**config.mk**
```make
export PLATFORM = sky130hd
export DESIGN_NAME = demux4_stream
export DESIGN_NICKNAME = d
export VERILOG_FILES = /design/src/rtl/demux_pkg.sv /design/src/rtl/demux_lane_reg.sv /design/src/rtl/demux4_stream.sv
export SDC_FILE = /design/constraint.sdc
export NUM_CORES = 1
export LEC_CHECK = 0
export BUFFER_PORTS_ARGS = -buffer_cell sky130_fd_sc_hd__buf_2
export CAP_MARGIN = 20
export CORE_MARGIN = 4
export CORE_UTILIZATION = 30
export DETAILED_ROUTE_END_ITERATION = 6
export GPL_ROUTABILITY_DRIVEN = 0
export GPL_TIMING_DRIVEN = 0
export PLACE_DENSITY = 0.54
export SLEW_MARGIN = 25
export SYNTH_ARGS = -nofsm -noshare
export SYNTH_HDL_FRONTEND = slang
export SYNTH_SLANG_ARGS = --single-unit
```
**constraint.sdc**
```tcl
create_clock -name clk -period 2.02 [get_ports clk]
set_input_delay 0.404 -clock clk [delete_from_list [all_inputs] [get_ports clk]]
set_output_delay 0.404 -clock clk [all_outputs]
set_load 0.02 [all_outputs]
```
**src/rtl/demux_pkg.sv**
```systemverilog
// Shared constants and helpers for the 1-to-4 stream distributor.
package demux_pkg;

    localparam int NUM_LANES = 4;

    localparam logic [1:0] SEL_Y0 = 2'b00;
    localparam logic [1:0] SEL_Y1 = 2'b01;
    localparam logic [1:0] SEL_Y2 = 2'b10;
    localparam logic [1:0] SEL_Y3 = 2'b11;

    // One-hot lane strobe for a 2-bit destination select.
    function automatic logic [NUM_LANES-1:0] sel_onehot(input logic [1:0] sel);
        return NUM_LANES'(1) << sel;
    endfunction

endpackage

```
**src/rtl/demux_lane_reg.sv**
```systemverilog
// One-entry output buffer for a single lane, with a delivered-word counter.
// EMPTY/FULL is carried by 'valid'; a drain and a load may share a cycle.
module demux_lane_reg #(
    parameter int WIDTH = 32,
    parameter int CNTW  = 8
) (
    input  logic             clk,
    input  logic             resetn,
    input  logic             load,
    input  logic [WIDTH-1:0] din,
    input  logic             ready,
    output logic             valid,
    output logic [WIDTH-1:0] data,
    output logic [CNTW-1:0]  cnt,
    output logic             can_load
);

    // A new word fits when the slot is empty or is being drained this cycle.
    assign can_load = !valid || ready;

    // Buffer state: load wins over drain; data is held (not cleared) after drain.
    always_ff @(posedge clk) begin
        if (!resetn) begin
            valid <= 1'b0;
            data  <= '0;
            cnt   <= '0;
        end else begin
            if (load) begin
                valid <= 1'b1;
                data  <= din;
            end else if (ready) begin
                valid <= 1'b0;
            end
            if (valid && ready)
                cnt <= cnt + CNTW'(1);
        end
    end

endmodule

```
**src/rtl/demux4_stream.sv**
```systemverilog
// Registered 1-to-4 stream distributor: routes each accepted word to the lane
// named by in_sel. Each lane stalls independently of the others.
module demux4_stream
    import demux_pkg::*;
#(
    parameter int WIDTH = 32,
    parameter int CNTW  = 8
) (
    input  logic                 clk,
    input  logic                 resetn,
    input  logic                 in_valid,
    output logic                 in_ready,
    input  logic [WIDTH-1:0]     in_data,
    input  logic [1:0]           in_sel,
    output logic [WIDTH-1:0]     y0,
    output logic [WIDTH-1:0]     y1,
    output logic [WIDTH-1:0]     y2,
    output logic [WIDTH-1:0]     y3,
    output logic [NUM_LANES-1:0] y_valid,
    input  logic [NUM_LANES-1:0] y_ready,
    output logic                 busy,
    output logic [CNTW-1:0]      cnt0,
    output logic [CNTW-1:0]      cnt1,
    output logic [CNTW-1:0]      cnt2,
    output logic [CNTW-1:0]      cnt3
);

    logic [NUM_LANES-1:0]            lane_load;
    logic [NUM_LANES-1:0]            lane_can_load;
    logic [NUM_LANES-1:0][WIDTH-1:0] lane_data;
    logic [NUM_LANES-1:0][CNTW-1:0]  lane_cnt;

    // Only the selected lane gates acceptance; held low during reset.
    assign in_ready  = resetn && lane_can_load[in_sel];
    assign lane_load = (in_valid && in_ready) ? sel_onehot(in_sel) : '0;

    for (genvar i = 0; i < NUM_LANES; i++) begin : g_lane
        demux_lane_reg #(
            .WIDTH (WIDTH),
            .CNTW  (CNTW)
        ) u_lane (
            .clk      (clk),
            .resetn   (resetn),
            .load     (lane_load[i]),
            .din      (in_data),
            .ready    (y_ready[i]),
            .valid    (y_valid[i]),
            .data     (lane_data[i]),
            .cnt      (lane_cnt[i]),
            .can_load (lane_can_load[i])
        );
    end

    assign y0   = lane_data[SEL_Y0];
    assign y1   = lane_data[SEL_Y1];
    assign y2   = lane_data[SEL_Y2];
    assign y3   = lane_data[SEL_Y3];
    assign cnt0 = lane_cnt[SEL_Y0];
    assign cnt1 = lane_cnt[SEL_Y1];
    assign cnt2 = lane_cnt[SEL_Y2];
    assign cnt3 = lane_cnt[SEL_Y3];
    assign busy = |y_valid;

endmodule

```
Yosys cells after proc, flatten, opt, wreduce, memory -nomap -nowiden:

Cells that the tools add are included.

* output and inout bits: 166
* bits in registers: 164

* multiplexer cells: 11
* shift operators: 1
* reductions and logical operators: 19
* add/sub/neg operators: 4
* magnitude comparators: 1

Operators by type and width (number)
* 8-bit by 1-bit adder with 8-bit output (second input constant): 4
* 1-bit 2-to-1 mux: 9
* 2-bit nonzero test: 4
* 1-bit logical AND: 6
* 1-bit zero test: 4
* 1-bit logical OR: 4
* 4-bit 2-to-1 mux: 1
* 4-bit OR reduction: 1
* 1-bit by 2-bit << shifter with 4-bit output (first input constant): 1
* 2-bit by 3-bit less-than comparator with 1-bit output (second input constant): 1
* 1-bit binary-select mux with 2-bit select: 1

Longest topological paths before layout:

Gate-level depths: netlist of run 1.

* word-level depth: 8
* depth in mapped cells: 6
* mapped depth without buffers: 4

By module:

From an unflattened synthesis of run 1, not the netlist that was laid out.

* cells, all modules: 607
* area total of the unflattened synthesis: 6093.3 µm²

Modules (own cells, without submodules)
* demux_lane_reg: instances 4, seq. area each 820.8 µm², area each 1503.9 µm², cells each 149
* demux4_stream: instances 1, seq. area each 0.0 µm², area each 77.6 µm², cells each 11

Least setup slack after synthesis of run 1:

OpenSTA, ideal clock, no wires.

* path type: register to output
* start point: reg g_lane[3].u_lane.valid
* end point: out in_ready
* slack: 0.248 ns
* buffers on the path: 1
* stages on the path, launching flop included: 5
* arrival time: 1.368 ns
* cells stage by stage: dfxtp_1 > nor2b_1 > buf_2 > mux4_2 > nor2_1

* cells in the longest elaborated chain, start to end: 5

Ends and longest elaborated chain
* from (decl): line demux_lane_reg.sv:12 `output logic valid,`
* from (signal assigned): line demux_lane_reg.sv:24 `valid <= 1'b0;`
* from (signal assigned): line demux_lane_reg.sv:29 `valid <= 1'b1;`
* from (signal assigned): line demux_lane_reg.sv:32 `valid <= 1'b0;`
* 1-bit zero test: line demux_lane_reg.sv:19 `assign can_load = !valid || ready;`
* 1-bit logical OR: line demux_lane_reg.sv:19
* 1-bit binary-select mux with 2-bit select: line demux4_stream.sv:34 `assign in_ready = resetn && lane_can_load[in_sel];`
* 1-bit 2-to-1 mux (not written as such): line demux4_stream.sv:34
* 1-bit logical AND: line demux4_stream.sv:34
* to (decl): line demux4_stream.sv:12 `output logic in_ready,`

Every way passes these cells. The select of a mux whose other input is x is not followed.

Final worst setup path of run 1:

Ends and elaborated chain as after synthesis.

==> results of run 1 <==
==> cell families (layout without fill, tap and decap cells) <==
group	count (synthesis)	in the layout
AOI/OAI and AO/OA	298	298
xor gates and xnor gates	8	8
adders and majority gates	4	4
buffers and inverters	116	352
DFF	164	164
muxes	4	4
and+or+nand+nor	217	217
==> layout make-up <==
| cell class | instances | share of cell area |
|---|---|---|
| flip-flops and latches | 164 | 0.357 |
| well taps | 319 | 0.0432 |
| inverters | 9 | 0.00406 |
| clock buffers | 20 | 0.0494 |
| multi-input cells | 531 | 0.361 |
| plain buffers | 102 | 0.0503 |
| clock inverters | 9 | 0.0168 |
| repair buffers | 212 | 0.119 |
==> routing by layer <==
metal / up-vias / GRT usage / wire length [µm]
met5: - / 0 / 33
met4: 6 / 0.0546 / 485
met3: 37 / 0.0670 / 2450
met2: 311 / 0.337 / 13300
met1: 3589 / 0.300 / 13000
li1: 3585 / - / -
==> synth_stat cells <==
library cell | count | area [µm²]
a21oi_1 | 149 | 746
and3_1 | 1 | 6.26
and3b_1 | 1 | 8.76
buf_1 | 8 | 30.0
buf_2 | 37 | 185
buf_4 | 11 | 82.6
clkbuf_1 | 51 | 191
clkinv_1 | 1 | 3.75
dfxtp_1 | 164 | 3280
ha_1 | 4 | 50.1
inv_1 | 7 | 26.3
inv_2 | 1 | 3.75
mux2i_1 | 3 | 30.0
mux4_2 | 1 | 22.5
nand2_1 | 19 | 71.3
nand2b_1 | 10 | 62.6
nand3_1 | 15 | 75.1
nand3_2 | 2 | 20.0
nand3b_1 | 1 | 7.51
nand4_1 | 133 | 832
nor2_1 | 13 | 48.8
nor2b_1 | 4 | 25.0
nor4_1 | 3 | 18.8
o211ai_1 | 4 | 30.0
o21ai_0 | 8 | 40.0
o31ai_1 | 137 | 1030
or2b_1 | 1 | 7.51
or3_1 | 8 | 50.1
or4_1 | 6 | 45.0
xor2_1 | 8 | 70.1
==> worst min path at each step <==
stage	endpoint	slack [ns]	depth (start not counted)
3_3_place_gp	g_lane[3].u_lane.data[26]	0.45	2
6_report	g_lane[0].u_lane.data[21]	0.26	3
4_1_cts	g_lane[0].u_lane.data[21]	0.26	3
5_1_grt	g_lane[1].u_lane.data[22]	0.26	3
3_5_place_dp	g_lane[0].u_lane.data[24]	0.46	2
2_1_floorplan	g_lane[2].u_lane.cnt[1]	0.52	2
==> worst max-delay path: stages (launching register included) <==
cell,delay [ns]
dfxtp_4,0.34
nor2b_4,0.12
mux4_2,0.52
nor2_4,0.12
buf_6,0.12
==> flip-flops by register name, indices dropped and copies added, names as in the netlist <==
signal	count
g_lane.u_lane.cnt	32
g_lane.u_lane.valid	4
g_lane.u_lane.data	128
==> timing repair <==
| item | in CTS | in global routing |
|---|---|---|
| resized for setup | 20 | 5 |
| setup buffers | 8 | 0 |
| pin swaps | 1 | 1 |
| endpoints found under the setup margin | 1 | 2 |
==> power by group <==
part | total (W) | switching [W] | internal [W]
clock network | 0.00348 | 0.00137 | 0.00212
registers | 0.00332 | 0.0000350 | 0.00329
logic | 0.000690 | 0.000507 | 0.000182
==> metrics by stage <==
stage               hold slack, ns  setup TNS (ns)  area (µm²)   util
floorplan                    0.523               0        7100      -
global placement             0.454          -0.109        8520  0.364
detailed placement           0.457          -0.130        8520  0.364
CTS                          0.260          -0.107        9230  0.395
global route                 0.265         -0.0878        9250  0.395
finish                       0.264         -0.0374        9250  0.395
==> metrics.txt, run 1 <==
status=complete, but fails checks; violations in the final reports=negative setup slack; synth warn=0; cell count after synthesis=811; Pins Over Slew Limit=0; first-pass GRT wire length=about 45000 µm; dpl hpwl=around 21000 µm; Syn Nets=856; max-cap violations=0; DRC viols=0; mux contribution to synthesized area=0.00740; Die H=162 µm; Setup WS post-layout=-0.0374 ns; WL final=29400 µm; initial antenna violation count=3; layout cell share with drive strength beyond 1=0.286; most frequent cells in the layout=buf_2 (235), dfxtp_1 (160), a21oi_1 (149), o31ai_1 (137), nand4_1 (133); worst-skew pair later-pin latency=about 0.43 ns; largest net degree at the start of global routing=17; Reg area=3300 µm²; CTS sink cnt=164; area grow syn2layout=30.2%; Hold Path Class=input pin to flop; library cells used by synthesis=30; CTS Root Buffer Type=clkbuf_16; Power Total=0.00750 W; final setup vio count=1; crit-path max FO=2; Final Skew=0.00702 ns; total number of vias=7528; number of global-route vias before repair=7261; total CTS buffers=17; worst reg2reg path endpoint=g_lane[2].u_lane.data[21]; clock-pin slew on the worst setup and hold paths=0.07 ns; VDD IR max=0.473 mV; Seq/Total Area, Yosys=0.462; RSZ-0062 raised after global routing=true; CORE AREA=23400 µm²; Synth Area in Adders=0.00705; fin nets=1082; CP arrival=1.65 ns; crit path to=in_ready; drt wl/cell=between 20 and 25 µm; DP Cell Count=1334; Layout fillers=2484; Die ar.=approximately 26000 µm²; syn_area_per_cell=8.76 µm²; fmax=486 MHz; Tcrit/Tclk final=1.02; R2R cell count=5; Leakage=3.58 nW; Via density=5.51; register bit total from synthesis=164; XOR/XNOR Fraction of Synth Area=0.00987; Rows=56; # hold bufs at CTS=0; Multi-input gate area=between 3000 and 4000 µm²; # port buffers=approximately 200; DP Worst Slack=-0.130 ns; first drt pass iteration count=6; H-tree Lvls=4; CP required=~1.6 ns; count of final hold-check violations=0; Crit Path Category=flop to output pin; Worst slew margin=0.557; post-synthesis simple-gate area fraction=0.180; Worst setup SP type=flop; maximum buffer depth of the clock tree=2; total grt overflow=0; largest family of logic cells by synthesized area=compound AO/OA/AOI/OAI gates; First DRT Iteration DRCs=around 800; total track usage=0.219; Post-Syn Area=slightly above 7000 µm²; RR Startpoint=g_lane[2].u_lane.valid; Final min period=~2.1 ns; TritonCTS clock tree=built; type of destination of the critical path=output pin; Final Non-Filler Cells=between 1000 and 1500; number of I/O pins=207; reg-to-reg setup timing slack=0.32 ns; most common cell after layout, fill and taps aside=buf_2; crit path from=g_lane[3].u_lane.valid; PwrDens=811 nW/µm²; Worst Tran Pin Value=0.664 ns; width of the die=162 µm; Starting Density=0.303; Hold Crit Start=in_data[21]; ANT cells=0; Antenna Violating Nets Remaining=0; complex-gate fraction of the synthesized area=0.260
(Power assumes the default switching activity.)
==> run 2, diff against run 1 <==
--- a/config.mk
+++ b/config.mk
@@ -7,6 +7,7 @@
 export LEC_CHECK = 0
 export BUFFER_PORTS_ARGS = -buffer_cell sky130_fd_sc_hd__buf_2
 export CAP_MARGIN = 20
+export CORE_ASPECT_RATIO = 0.6
 export CORE_MARGIN = 4
 export CORE_UTILIZATION = 30
 export DETAILED_ROUTE_END_ITERATION = 6
==> run 2 against run 1 <==
  * The flow still finishes with violations (negative setup slack)
  * First-iteration DRC count shrank 8.7%
  * Die area up 0.31%
  * Fmax shrank 0.34%
  * Sequential cell count unchanged
  * Via count up 3.4%
  * Critical path depth unchanged
  * Non-clock buffer count is the same
  * Global-route usage rose by 1.2 points
  * Combinational power is 3.0% higher
==> metrics.txt, run 2 (synthesis results as in run 1) <==
H-tree Lvls=4; final core occ=0.399; worst-skew pair later-pin latency=0.44 ns; Crit Path Category=flop to output pin; Reg area=3300 µm²; Tcrit/Tclk final=1.02; number of I/O pins=207; area grow syn2layout=30.4%; met3 Track Usage GR=0.0594; total number of vias=7787; width of the die=207 µm; Pins Over Slew Limit=0; Largest regs=g_lane.u_lane.data (128), g_lane.u_lane.cnt (32), g_lane.u_lane.valid (4); DRC viols=0; CP max-delay cell=mux4_2; # hold bufs at CTS=0; Final Cell Area=around 9000 µm²; Largest Register=g_lane.u_lane.data; R2R cell count=5; number of flip-flops in the largest register=128; most common cell after layout, fill and taps aside=buf_2; Final min period=a little over 2 ns; Starting Density=0.306; CTS Root Buffer Type=clkbuf_16; Placed Area=8520 µm²; First DRT Iteration DRCs=728; Hold Crit Start=in_data[13]; CP required=1.62 ns; reg-to-reg setup timing slack=0.22 ns; fmax=a little under 500 MHz; fin nets=~1100; first-pass GRT wire length=46000 µm; Leakage=3.58 nW; CP arrival=roughly 1.7 ns; crit path to=in_ready; clock-pin slew on the worst setup and hold paths=0.06 ns; PwrDens=~820 nW/µm²; Rows=43; ANT cells=0; drt wl/cell=22.9 µm; total track usage=0.231; RSZ-0062 raised after global routing=true; violations in the final reports=negative setup slack; layout cell share with drive strength beyond 1=0.285; type of destination of the critical path=output pin; Antenna Violating Nets Remaining=0; dpl hpwl=23300 µm; number of global-route vias before repair=approximately 7200; met2 usage in global routing=0.303; Min Hold Slack=between 0.2 and 0.3 ns; most frequent cells in the layout=buf_2 (235), dfxtp_1 (160), a21oi_1 (149), o31ai_1 (137), nand4_1 (133); crit-path max FO=2; total CTS buffers=17; crit path from=g_lane[1].u_lane.valid; first drt pass iteration count=6; TritonCTS clock tree=built; RR Startpoint=g_lane[0].u_lane.valid; CORE AREA=23200 µm²; count of final hold-check violations=0; status=complete, but fails checks; Die H=between 100 and 150 µm; total grt overflow=0; busiest grt layer=met1; Multi-input gate area=3340 µm²; Die ar.=~26000 µm²; Via density=~5.7; VDD IR max=0.610 mV; largest net degree at the start of global routing=17; Layout fillers=2389; Largest stage delay, worst path=between 0.4 and 0.5 ns; initial antenna violation count=0; met1 usage=0.366; worst reg2reg path endpoint=g_lane[0].u_lane.data[31]; Hold Path Class=input pin to flop; Setup WS post-layout=-0.0445 ns; Worst setup SP type=flop; max-cap violations=0; critical-path cell list=nor2b_4, mux4_2, nor2_4, buf_6; Final Skew=0.00861 ns; WL final=between 30000 and 40000 µm; # port buffers=204; CTS sink cnt=164; Worst Tran Pin Value=about 0.80 ns; Worst slew margin=0.466; final setup vio count=2; maximum buffer depth of the clock tree=2
run 2: metal layers:
layer | vias to the layer above | part of all wire | routed length [µm]
li1 | 3591 | - | -
met1 | 3725 | 0.48 | 15100
met2 | 432 | 0.39 | 12200
met3 | 39 | 0.11 | 3560
met4 | 0 | 0.015 | 459
met5 | - | 0 | 0
run 2: worst min path at each step:
| stage | endpoint | cells past startpoint | slack, ns |
|---|---|---|---|
| after floorplan | g_lane[2].u_lane.cnt[1] | 2 | 0.52 |
| after global placement | g_lane[1].u_lane.data[3] | 2 | 0.45 |
| after detailed placement | g_lane[3].u_lane.cnt[7] | 2 | 0.45 |
| after CTS | g_lane[1].u_lane.data[31] | 3 | 0.25 |
| after global routing | g_lane[3].u_lane.data[12] | 3 | 0.27 |
| final | g_lane[2].u_lane.data[13] | 3 | 0.27 |
run 2: layout make-up:
type / count / area share
clock inverter: 8 / 0.0159
buffer: 102 / 0.0503
timing repair buffer: 212 / 0.118
multi-input combinational: 531 / 0.360
tap: 315 / 0.0426
inverter: 9 / 0.00365
sequential: 164 / 0.356
clock buffer: 23 / 0.0527
run 2: through the flow:
step	total power [W]	setup TNS, ns	worst slack (ns)	cells
after floorplan	0.00376	0	0.248	811
after global placement	0.00408	-1.88	-0.108	1330
after detailed placement	0.00408	-1.65	-0.146	1330
after CTS	0.00762	-0.107	-0.0804	1365
after global routing	0.00782	-0.124	-0.0709	1364
final	0.00761	-0.0683	-0.0445	1364
run 2: report_power, final:
part | leakage (nW) | internal, W | switching (W)
combinational | 1.95 | 0.000182 | 0.000529
clock | 0.301 | 0.00219 | 0.00138
sequential | 1.33 | 0.00329 | 0.0000371
total | 3.58 | 0.00566 | 0.00194
run 2: what timing repair did:
item,4_1_cts,5_1_grt
resized for setup,20,3
setup endpoints to repair,1,2
setup buffers,8,0
pin swaps,1,1
run 2: critical path: cells and delay by family, from the launching register on:
kind          cells  cell delay [ns]
buf+inv           1             0.12
flops             1             0.36
simple gates      2             0.25
mux               1             0.49
